<file path="src/rtl/pow_rr_scheduler_pkg.sv">
// Shared types and helpers for the round-robin power scheduler.
// Holds the FSM encoding, default widths and the rotating-priority pick function.
package pow_rr_scheduler_pkg;

  localparam int unsigned DefNumReq = 4;
  localparam int unsigned DefWidth  = 18;
  localparam int unsigned DefExpW   = 3;
  localparam int unsigned MaxReq    = 8;
  localparam int unsigned IdxW      = 3;

  typedef enum logic [1:0] {
    StIdle = 2'd0,
    StCalc = 2'd1,
    StDone = 2'd2
  } state_e;

  // First set request searching upward from last+1, wrapping at num_req.
  function automatic logic [IdxW-1:0] rr_pick(input logic [MaxReq-1:0] req,
                                              input logic [IdxW-1:0]   last,
                                              input int unsigned       num_req);
    logic [IdxW-1:0] pick;
    logic [IdxW-1:0] cand;
    logic            found;
    pick  = last;
    cand  = last;
    found = 1'b0;
    for (int unsigned k = 0; k < MaxReq; k++) begin
      if (k < num_req) begin
        cand = (cand == IdxW'(num_req - 1)) ? '0 : cand + 1'b1;
        if (!found && req[cand]) begin
          pick  = cand;
          found = 1'b1;
        end
      end
    end
    return pick;
  endfunction

endpackage

</file>
<file path="src/rtl/pow_rr_scheduler_iter.sv">
// Sequential power datapath: one multiply per cycle, latched operands.
// last_step rises one cycle after the multiply loop has finished.
module pow_iter_unit
  import pow_rr_scheduler_pkg::*;
#(
  parameter int unsigned WIDTH = DefWidth,
  parameter int unsigned EXP_W = DefExpW
) (
  input  logic             clock,
  input  logic             reset,
  input  logic             start,
  input  logic [WIDTH-1:0] n,
  input  logic [EXP_W-1:0] exp,
  output logic             last_step,
  output logic [WIDTH-1:0] mul
);

  logic [WIDTH-1:0] r_n_q, r_n_d;
  logic [WIDTH-1:0] mul_q, mul_d;
  logic [EXP_W-1:0] cnt_q, cnt_d;
  logic             active_q, active_d;
  logic             last_q, last_d;

  always_comb begin
    r_n_d    = r_n_q;
    mul_d    = mul_q;
    cnt_d    = cnt_q;
    active_d = active_q;
    last_d   = 1'b0;
    if (start) begin
      r_n_d    = n;
      active_d = 1'b1;
      if (exp != '0) begin
        mul_d = n;
        cnt_d = exp - 1'b1;
      end else begin
        mul_d = WIDTH'(1);
        cnt_d = '0;
      end
    end else if (active_q) begin
      if (cnt_q != '0) begin
        mul_d = mul_q * r_n_q;
        cnt_d = cnt_q - 1'b1;
      end else begin
        // Product is final; flag it on the next cycle so the scheduler's latency is exp+1.
        active_d = 1'b0;
        last_d   = 1'b1;
      end
    end
  end

  always_ff @(posedge clock) begin
    if (reset) begin
      r_n_q    <= '0;
      mul_q    <= '0;
      cnt_q    <= '0;
      active_q <= 1'b0;
      last_q   <= 1'b0;
    end else begin
      r_n_q    <= r_n_d;
      mul_q    <= mul_d;
      cnt_q    <= cnt_d;
      active_q <= active_d;
      last_q   <= last_d;
    end
  end

  assign last_step = last_q;
  assign mul       = mul_q;

endmodule

</file>
<file path="src/rtl/pow_rr_scheduler.sv">
// Round-robin scheduler sharing one iterative power unit between NUM_REQ requesters.
// Arbitrates in IDLE, runs the multiply loop in CALC, pulses done in DONE.
module pow_rr_scheduler
  import pow_rr_scheduler_pkg::*;
#(
  parameter int unsigned NUM_REQ = DefNumReq,
  parameter int unsigned WIDTH   = DefWidth,
  parameter int unsigned EXP_W   = DefExpW
) (
  input  logic                     clock,
  input  logic                     reset,
  input  logic [NUM_REQ-1:0]       req,
  input  logic [NUM_REQ*WIDTH-1:0] req_n,
  input  logic [NUM_REQ*EXP_W-1:0] req_exp,
  output logic [NUM_REQ-1:0]       grant,
  output logic [NUM_REQ-1:0]       done,
  output logic [WIDTH-1:0]         result,
  output logic                     busy
);

  state_e             state_q, state_d;
  logic [NUM_REQ-1:0] grant_q, grant_d;
  logic [NUM_REQ-1:0] done_q, done_d;
  logic [WIDTH-1:0]   result_q, result_d;
  logic [IdxW-1:0]    last_q, last_d;

  logic [MaxReq-1:0]  req_pad;
  logic [IdxW-1:0]    pick;
  logic [WIDTH-1:0]   sel_n;
  logic [EXP_W-1:0]   sel_exp;
  logic               start;
  logic               last_step;
  logic [WIDTH-1:0]   mul;

  always_comb begin
    req_pad              = '0;
    req_pad[NUM_REQ-1:0] = req;
  end

  assign pick = rr_pick(req_pad, last_q, NUM_REQ);

  always_comb begin
    sel_n   = '0;
    sel_exp = '0;
    for (int i = 0; i < NUM_REQ; i++) begin
      if (pick == IdxW'(i)) begin
        sel_n   = req_n[i*WIDTH +: WIDTH];
        sel_exp = req_exp[i*EXP_W +: EXP_W];
      end
    end
  end

  pow_iter_unit #(
    .WIDTH (WIDTH),
    .EXP_W (EXP_W)
  ) u_iter (
    .clock     (clock),
    .reset     (reset),
    .start     (start),
    .n         (sel_n),
    .exp       (sel_exp),
    .last_step (last_step),
    .mul       (mul)
  );

  always_ff @(posedge clock) begin
    if (reset) begin
      state_q  <= StIdle;
      grant_q  <= '0;
      done_q   <= '0;
      result_q <= '0;
      last_q   <= IdxW'(NUM_REQ - 1);
    end else begin
      state_q  <= state_d;
      grant_q  <= grant_d;
      done_q   <= done_d;
      result_q <= result_d;
      last_q   <= last_d;
    end
  end

  always_comb begin
    state_d  = state_q;
    grant_d  = grant_q;
    done_d   = '0;
    result_d = result_q;
    last_d   = last_q;
    unique case (state_q)
      StIdle: begin
        if (|req) begin
          for (int i = 0; i < NUM_REQ; i++) begin
            grant_d[i] = (pick == IdxW'(i));
          end
          last_d  = pick;
          state_d = StCalc;
        end
      end
      StCalc: begin
        if (last_step) begin
          done_d   = grant_q;
          result_d = mul;
          state_d  = StDone;
        end
      end
      StDone: begin
        grant_d = '0;
        state_d = StIdle;
      end
      default: state_d = StIdle;
    endcase
  end

  always_comb begin
    busy  = (state_q != StIdle);
    start = (state_q == StIdle) && (|req);
  end

  assign grant  = grant_q;
  assign done   = done_q;
  assign result = result_q;

endmodule

</file>
<file path="config.mk">
export PLATFORM = sky130hd
export DESIGN_NAME = pow_rr_scheduler
export DESIGN_NICKNAME = d
export VERILOG_FILES = /design/src/rtl/pow_rr_scheduler_pkg.sv /design/src/rtl/pow_rr_scheduler_iter.sv /design/src/rtl/pow_rr_scheduler.sv
export SDC_FILE = /design/constraint.sdc
export NUM_CORES = 1
export LEC_CHECK = 0
export CAP_MARGIN = 20
export CORE_ASPECT_RATIO = 0.7
export CORE_MARGIN = 5
export CORE_UTILIZATION = 37
export CTS_CLUSTER_DIAMETER = 30
export CTS_CLUSTER_SIZE = 28
export DETAILED_ROUTE_END_ITERATION = 8
export PLACE_DENSITY = 0.6
export SLEW_MARGIN = 25
export SYNTH_ARGS = -nofsm -noshare
export SYNTH_HDL_FRONTEND = slang
export SYNTH_SLANG_ARGS = --single-unit
</file>
<file path="constraint.sdc">
create_clock -name clock -period 7.3 [get_ports clock]
set_clock_uncertainty 0.05 [all_clocks]
set_input_delay 1.095 -clock clock [delete_from_list [all_inputs] [get_ports clock]]
set_output_delay 1.095 -clock clock [all_outputs]
set_load 0.01 [all_outputs]
</file>
==> results of run 1 <==
## critical path: cells and delay by family, from the launching register on
family                     cells  cell delay [ns]
and+or+nand+nor                2             0.36
adders and majority gates      7             2.52
muxes                          1             0.14
DFF                            1             0.86
AOI/OAI and AO/OA              7             1.47
xor gates and xnor gates       1             0.09
buffers and inverters          3             0.17
## worst min path at each step
stage	startpoint	depth (start not counted)	end
final	result[11]	2	result[11]
after global routing	u_iter.r_n_q[17]	2	u_iter.r_n_q[17]
after CTS	result[13]	2	result[13]
after detailed placement	result[12]	2	result[12]
after global placement	result[3]	2	result[3]
after floorplan	u_iter.active_q	2	u_iter.last_step
## per-stage QoR
step	utilization [%]	area [um^2]	hold slack, ns	cells
floorplan	-	9155	0.3750	1115
global placement	42.77	10480	0.3929	1499
detailed placement	42.77	10480	0.3955	1499
CTS	44.09	10800	0.4126	1515
global route	44.10	10810	0.4301	1515
finish	44.10	10810	0.4120	1515
## flip-flops by register name, indices dropped and copies added (netlist names)
name,flops
result,18
u_iter.mul,18
u_iter.r_n_q,18
done,4
grant,4
last_q,3
u_iter.cnt_q,3
state_q,2
u_iter.active_q,1
u_iter.last_step,1
## per-layer routing
metal,vias to the layer above,routed length (um),GRT usage (%)
met5,-,0,0
met4,0,322,3.223
met3,19,1392,3.560
met2,200,11650,29.38
met1,3841,13570,30.39
li1,3694,-,-
## where the power goes
group | switching, mW | leakage, nW | internal, mW
combinational | 1.46 | 3.97 | 1.00
clock | 0.182 | 0.149 | 0.301
sequential | 0.252 | 0.589 | 0.481
## cells in the mapped netlist, drive strengths merged, types with 30 or more instances
library cell,n
ha,61
mux2i,30
dfxtp,72
clkbuf,46
nand2,161
and2,121
o211ai,33
xnor2,35
inv,179
fa,109
nor2,46
a21oi,62
## cells by family after synthesis
group	count (synthesis)	share of synthesized area, %
flops	72	15.74
compound gates	186	14.09
buf+inv	242	10.41
xor+xnor	44	4.209
simple gates	370	19.97
fa+ha+maj	170	32.17
mux	31	3.403
## placed cells by master, fill, tap and decap left out, drive strengths merged, types with 19 or more instances in the layout
cell type,instances
a21oi,62
and2,121
clkdlybuf4s50,115
dfxtp,72
fa,109
ha,61
inv,180
mux2i,30
nand2,161
nor2,46
o211ai,33
o21ai,22
o22ai,19
xnor2,35
## layout make-up
class	instances	area share, %
sequential	72	13.34
inverter	179	6.218
clock buffer	10	2.119
multi-input combinational	801	62.59
timing repair buffer	122	11.12
tap	325	3.763
clock inverter	6	0.8569
==> metrics, run 1 <==
Worst path max stage delay 0.86 ns; cells after synthesis 1115; post-synthesis async set-or-reset flop share 0%; first drt pass iteration count 5; measured slew at the worst slew-check pin 0.8733 ns; Reg area 1441 um^2; relative slew slack 41.78%; vias per cell 5.118; Initial Utilization 37.36%; hold-fix buffer count after cts 0; total of max-cap violations 0; slowest CP cell dfxtp_1; DRC 0; top area cells in the synthesized netlist fa_1, dfxtp_1, ha_1, and2_1, inv_1; die height 141.6 um; Congestion Overflow GR 0; # rows 48; Antenna diodes 0; most common flop cell mapped by yosys dfxtp_1; Clk Latency, worst-skew pair 0.34 ns; WS Path Type register to register; Mean Syn Cell Area 8.211 um^2; clock sink count 72; gp weighted congestion 0.9025; GR Util All Layers 19.77%; share of layout cells above drive strength 1 3.613%; post-synthesis register bit count 72; number of global-route vias before repair 7859; fin crit period 5.795 ns; Pwr Total 3.676 mW; CP Capture Point u_iter.mul[17]; setup ws final 1.505 ns; die area 28040 um^2; Final Max Slew Viols 0; EDFF count, synth 0; IO Port Bufs 116; final wirelength 26.94 mm; Synth warnings 0; area grow syn2layout 18.03%; worst reg2reg path startpoint u_iter.mul[4]; antenna viol nets, final 0; Synth top area share 23.83%; pin count of the biggest net entering global routing 66; Hold Path Class register to register; reg2reg end u_iter.mul[17]; CTS H-tree depth 3; CP max FO 16; fin crit share 79.38%; DR iter-0 viols 564; HPWL Detailed 20.93 mm; worst vdd ir 0.0002216 V; IO Pins 117; global-route wire length before repair 43.82 mm; Startpoint Class register; WP data arrival 5.96 ns; Worst R2R Path Depth 21; CTS tree yes; status completed; Setup crit end kind register; flop2flop setup slack 1.51 ns; wire per inst 17.78 um; Post-CTS Resized 0; TNS Setup 0 ns; RSZ-0062 raised after global routing no; Core Area 24500 um^2; Critical Path RT 7.47 ns; Setup crit start u_iter.mul[4]; largest area contributor in the netlist fa_1; P_leak 4.711 nW; Final Hold Viols 0; Fmax 172.6 MHz; clock-pin slew on the worst setup and hold paths 0.06 ns; Setup Buffers After CTS 0; cells along the critical path and2_1 -> fa_1 -> fa_1 -> ha_1 -> ha_1 -> inv_1 -> fa_1 -> inv_1 -> ha_1 -> inv_1 -> fa_1 -> nor2b_1 -> o21ai_0 -> a21boi_0 -> o21ai_0 -> a21boi_0 -> o2111ai_1 -> a31oi_1 -> xnor2_1 -> mux2i_1 -> o22ai_1; filler instances 2432; final setup vio count 0; TritonCTS Buffers 9; Post-layout nets 1445; initial antenna violation count 0; Die X 198.0 um; clock tree buffer depth 2; Root Buffer clkbuf_16; Place WS 1.603 ns; PwrDens 340.2 nW/um^2; DR vias 7754; Synth cell types 70; synthesized area 9155 um^2; register area share after synthesis 15.74%; area of the multi-input gates 6763 um^2; Critical Path Most Common Cell fa_1; synthesized net count 1375
No activity file was read; power rests on OpenSTA's default activity.
==> run 2, diff against run 1 <==
==> constraint.sdc (replaced) <==
create_clock -name clock -period 5.9 [get_ports clock]
set_clock_uncertainty 0.05 [all_clocks]
set_input_delay 0.885 -clock clock [delete_from_list [all_inputs] [get_ports clock]]
set_output_delay 0.885 -clock clock [all_outputs]
set_load 0.01 [all_outputs]
==> run 2 against run 1 <==
Net effect: clock power grew 28%; critical path depth shrank 2; die area stayed put; cell count increased by 1.2%; power grew 28%; sequential cell count unchanged; largest cell class unchanged; highest routed layer unchanged.
==> metrics, run 2 (synthesis gave the netlist of run 1 again) <==
status completed; cells along the critical path and2_1 -> fa_1 -> inv_1 -> fa_1 -> fa_1 -> fa_1 -> inv_1 -> fa_1 -> inv_1 -> fa_1 -> inv_1 -> ha_1 -> nand3_1 -> nand2_1 -> a41oi_1 -> a21oi_1 -> xor2_1 -> a21oi_1 -> a211oi_1; Clk Latency, worst-skew pair 0.35 ns (about the same); flop2flop setup slack 0.38 ns (-1.12 ns); clock sink count 72 (unchanged); TritonCTS Buffers 9 (unchanged); clock-pin slew on the worst setup and hold paths 0.06 ns (about the same); die area 28040 um^2 (unchanged); WP data arrival 5.72 ns (-0.24 ns); measured slew at the worst slew-check pin 0.8624 ns (-0.01100 ns); worst vdd ir 0.0002866 V (+29%); slowest CP cell fa_1; Setup crit start u_iter.mul[10]; CP max FO 10 (-6); global-route wire length before repair 44.77 mm (+2.2%); RSZ-0062 raised after global routing no; CTS tree yes; Critical Path RT 6.10 ns (-1.37 ns); IO Pins 117 (unchanged); worst reg2reg path startpoint u_iter.mul[10]; Die X 198.0 um (unchanged); PwrDens 429.8 nW/um^2 (+26%); Startpoint Class register; gp weighted congestion 0.8903 (-1.4%); DR iter-0 viols 555 (-1.6%); Fmax 181.2 MHz (+5.0%); IO Port Bufs 116 (unchanged); Worst R2R Path Depth 19 (-9.5%); Worst path max stage delay 0.56 ns (-0.30 ns); total of max-cap violations 0 (unchanged); Reg area 1453 um^2 (+0.78%); Setup Buffers After CTS 0 (unchanged); TNS Setup 0 ns (unchanged); Initial Utilization 37.36% (unchanged); DR vias 7738 (-0.21%); Critical Path Most Common Cell fa_1; antenna viol nets, final 0 (unchanged); Post-layout nets 1463 (+1.2%); Root Buffer clkbuf_16; Antenna diodes 0 (unchanged); filler instances 2472 (+1.6%); Setup crit end kind register; commonest non-fill, non-tap cells in the layout inv_1, nand2_1, and2_1; Final Max Slew Viols 0 (unchanged); DRC 0 (unchanged); final wirelength 27.94 mm (+3.7%); fin crit share 93.51% (+14 points); die height 141.6 um (unchanged); Core Area 24500 um^2 (unchanged); clock tree buffer depth 2 (unchanged); CTS H-tree depth 3 (unchanged); HPWL Detailed 22.37 mm (+6.8%); reg2reg end u_iter.mul[16]; Final Hold Viols 0 (unchanged); Hold Path Class register to register; # rows 48 (unchanged); Min-Delay Endpoint u_iter.r_n_q[17]; GR Util All Layers 20.29% (+0.52 points); relative slew slack 42.51% (+0.73 points); wire per inst 18.23 um (+2.5%); share of layout cells above drive strength 1 5.795% (+2.2 points); area of the multi-input gates 6760 um^2 (about the same); Final Core Density 44.72% (+0.62 points); Hold Crit Start u_iter.r_n_q[17]; hold-critical path depth 2 (unchanged); fin crit period 5.517 ns (-0.2772 ns); number of global-route vias before repair 7722 (-1.7%); final setup vio count 0 (unchanged); vias per cell 5.048 (-1.4%); P_leak 4.817 nW (+2.2%); most common cell after layout, fill and taps aside inv_1; first drt pass iteration count 5 (unchanged); WS Path Type register to register; initial antenna violation count 0 (unchanged); Congestion Overflow GR 0 (unchanged); pin count of the biggest net entering global routing 39 (-41%); area grow syn2layout 19.68%
run 2: metrics by stage:
stage                     hold slack (ns)  instance area (um^2)  instances  setup WS (ns)  total power, mW
final                              0.4028                 10960       1533         0.3826            4.709
after global placement             0.3934                 10620       1517         0.3536            4.022
after detailed placement           0.3987                 10620       1517         0.2549            4.043
after CTS                          0.4064                 10950       1533         0.2313            4.686
after floorplan                    0.3750                  9155       1115         0.8447            3.141
after global routing               0.4321                 10960       1533        0.02572            5.083
run 2: final cells by class:
cell class              count  share of cell area [%]
clock buffers              10                   2.181
clock inverters             6                  0.8222
inverters                 179                   6.132
multi-input cells         801                   61.70
flip-flops and latches     72                   13.26
well taps                 325                   3.711
repair buffers            140                   12.20
run 2: worst max-delay path, delay by kind of cell, from the launching register on:
kind	cells	cell delay, ns
compound gates	4	0.69
xor+xnor	1	0.21
fa+ha+maj	7	3.43
buf+inv	4	0.21
flops	1	0.45
simple gates	3	0.39
run 2: worst max-delay path by stage:
stage,to,depth (start not counted)
final,u_iter.mul[16],19
after global routing,u_iter.mul[16],22
after CTS,u_iter.mul[16],19
after detailed placement,u_iter.mul[16],19
after global placement,u_iter.mul[16],19
after floorplan,u_iter.mul[17],18
run 2: layer usage:
metal | global-route usage, % | part of all wire (%) | vias to the layer above
li1 | - | - | 3740
met1 | 32.37 | 51 | 3764
met2 | 28.97 | 42 | 217
met3 | 4.201 | 6.1 | 17
met4 | 2.064 | 0.63 | 0
met5 | 0 | 0 | -
run 2: what timing repair did:
item,in CTS,in global routing
gates resized for setup,0,9
endpoints found under the hold margin,0,0
hold buffers,0,0
endpoints found under the setup margin,0,4
run 2: where the power goes:
| part | switching [mW] | leakage [nW] | internal, mW |
|---|---|---|---|
| combinational | 1.96 | 4.07 | 1.30 |
| sequential | 0.237 | 0.592 | 0.599 |
| clock | 0.236 | 0.159 | 0.384 |
==> run 3, diff against run 2 <==
--- a/config.mk
+++ b/config.mk
@@ -6,7 +6,6 @@
 export NUM_CORES = 1
 export LEC_CHECK = 0
 export CAP_MARGIN = 20
-export CORE_ASPECT_RATIO = 0.7
 export CORE_MARGIN = 5
 export CORE_UTILIZATION = 37
 export CTS_CLUSTER_DIAMETER = 30
==> run 3 against run 2 <==
Net effect: sequential cell count did not move; utilization is 0.30 points higher; maximum frequency fell by 2.0%; cell count fell by 0.26%; largest cell class unchanged; critical endpoint is now u_iter.mul[14]; register-to-register slack got worse by 0.11 ns; critical path type unchanged.
==> metrics, run 3 (synthesis gave the netlist of run 1 again) <==
WP data arrival 5.81 ns (+0.09 ns); wire per inst 17.23 um (-5.4%); PwrDens 425.0 nW/um^2 (-1.1%); DR vias 7721 (-0.22%); Final Core Density 45.02% (+0.30 points); total of max-cap violations 0 (unchanged); Setup crit end kind register; Initial Utilization 37.64% (+0.28 points); Worst path max stage delay 0.54 ns (-0.02 ns); global-route wire length before repair 43.06 mm (-3.8%); clock sink count 72 (unchanged); die area 27990 um^2 (-0.18%); initial antenna violation count 0 (unchanged); clock tree buffer depth 2 (unchanged); Post-layout nets 1460 (-0.21%); met3 global-route usage 3.230% (-0.97 points); TNS Setup 0 ns (unchanged); final instance area 10950 um^2 (about the same); combinational power share 68.1% (-1.0 points); fin crit share 95.39% (+1.9 points); Psw 2.354 mW (-3.0%); CP Capture Point u_iter.mul[14]; DRC 0 (unchanged); CP max FO 8 (-2); die height 167.3 um (+18%); pin count of the biggest net entering global routing 66 (+69%); Seq pwr share 18.1% (+0.4 points); WS Path Type register to register; status completed; internal power 2.299 mW (+0.79%); Root Buffer clkbuf_16; Final Hold Viols 0 (unchanged); Non-Filler Instances 1529 (-0.26%); Fmax 177.7 MHz (-2.0%); Clk Latency, worst-skew pair 0.33 ns (-0.02 ns); CTS H-tree depth 3 (unchanged); clock-pin slew on the worst setup and hold paths 0.06 ns (about the same); Critical Path RT 6.08 ns (-0.02 ns); Antenna diodes 0 (unchanged); Setup crit start u_iter.r_n_q[6]; Startpoint Class register; final setup vio count 0 (unchanged); P_leak 4.811 nW (-0.12%); commonest non-fill, non-tap cells in the layout inv_1, nand2_1, and2_1; Final Max Slew Viols 0 (unchanged); measured slew at the worst slew-check pin 0.8576 ns (-0.004761 ns); # rows 57 (+19%); area of the multi-input gates 6760 um^2 (unchanged); HPWL Detailed 21.12 mm (-5.6%); worst reg2reg path startpoint u_iter.r_n_q[6]; antenna viol nets, final 0 (unchanged); Pwr Total 4.653 mW (-1.2%); relative slew slack 42.82% (+0.31 points); Switching Share 50.60% (-0.97 points); most common cell after layout, fill and taps aside inv_1; reg2reg end u_iter.mul[14]; worst vdd ir 0.0004545 V (+59%); vias per cell 5.050 (about the same); Hold Path Class register to register; number of global-route vias before repair 7914 (+2.5%); DR iter-0 viols 416 (-25%); Top Usage Layer GRT met2; RSZ-0062 raised after global routing no; power share of the clock group 13.8% (+0.6 points); area grow syn2layout 19.58% (about the same); IO Port Bufs 116 (unchanged); Place WS 0.2219 ns (-0.03296 ns); fin crit period 5.628 ns (+0.1108 ns); dpl cells 1513 (-0.26%); flop2flop setup slack 0.27 ns (-0.11 ns); CP delay by family, top adder cells; Critical Path Most Common Cell fa_1; share of layout cells above drive strength 1 5.311% (-0.48 points); final wirelength 26.35 mm (-5.7%); GR Util All Layers 18.91% (-1.4 points); Reg area 1450 um^2 (-0.17%); cells along the critical path buf_4 -> and2_1 -> fa_1 -> inv_1 -> fa_1 -> fa_1 -> fa_1 -> inv_1 -> fa_1 -> inv_1 -> fa_1 -> inv_1 -> ha_1 -> nand3_1 -> nand2_1 -> a41oi_1 -> nor2b_1 -> xnor2_1 -> mux2i_1 -> o32ai_1; setup ws final 0.2718 ns (-0.1108 ns); first drt pass iteration count 5 (unchanged); CP Buf/Inv Count 5 (+1); WHS 0.4023 ns (-0.0004710 ns); CTS tree yes; slowest CP cell fa_1; gp weighted congestion 0.9424 (+5.9%); TritonCTS Buffers 9 (unchanged); Die X 167.3 um (-16%); filler instances 2422 (-2.0%); Congestion Overflow GR 0 (unchanged); hold-fix buffer count after cts 0 (unchanged); Placed Area 10590 um^2 (-0.22%); GR Util met2 32.63% (+3.7 points); met1 usage 25.33% (-7.0 points); number of stages on the worst setup path 20 (+1); Core Area 24320 um^2 (-0.75%); Setup Buffers After CTS 0 (unchanged); IO Pins 117 (unchanged); Worst R2R Path Depth 20 (+1)
## run 3: cell count changes in the layout (fill, tap and decap cells not counted), sizes merged
cell      previous run  this run
buf                 25        22
bufinv               2         3
clkbuf              10        11
clkinvlp             1         0
inv                180       179
## run 3: area by class of cell
| cell class | instances | share of cell area [%] |
|---|---|---|
| clock buffers | 11 | 2.217 |
| clock inverters | 5 | 0.9486 |
| inverters | 179 | 6.137 |
| multi-input cells | 801 | 61.75 |
| flip-flops and latches | 72 | 13.25 |
| well taps | 324 | 3.703 |
| repair buffers | 137 | 12.00 |
## run 3: power by group through the flow
stage	Clock, mW	Sequential (mW)	Combinational, mW
detailed placement	0	0.845	3.16
finish	0.640	0.842	3.17
floorplan	0	0.683	2.46
global route	0.669	0.858	3.54
CTS	0.646	0.835	3.18
global placement	0	0.842	3.14
## run 3: what timing repair did
action / 4_1_cts / 5_1_grt
resized for setup: 0 / 7
endpoints found under the setup margin: 0 / 5
endpoints found under the hold margin: 0 / 0
## run 3: per-layer routing
layer	wire length, um	vias up
li1	-	3725
met1	11680	3727
met2	12810	241
met3	1504	28
met4	348	0
met5	0	-
## run 3: worst min-delay path by stage
stage	from	to	slack, ns	cells after the start
floorplan	u_iter.active_q	u_iter.last_step	0.37	2
global placement	u_iter.active_q	u_iter.last_step	0.39	2
detailed placement	u_iter.active_q	u_iter.last_step	0.39	2
CTS	result[9]	result[9]	0.41	2
global route	u_iter.active_q	u_iter.last_step	0.42	2
finish	result[9]	result[9]	0.40	2
## run 3: worst reg2reg max path, delay by kind of cell (launching register included)
kind            cells  cell delay, ns
xor+xnor            1            0.20
flops               1            0.43
mux                 1            0.14
simple gates        4            0.54
fa+ha+maj           7            3.36
compound gates      2            0.35
buf+inv             5            0.45
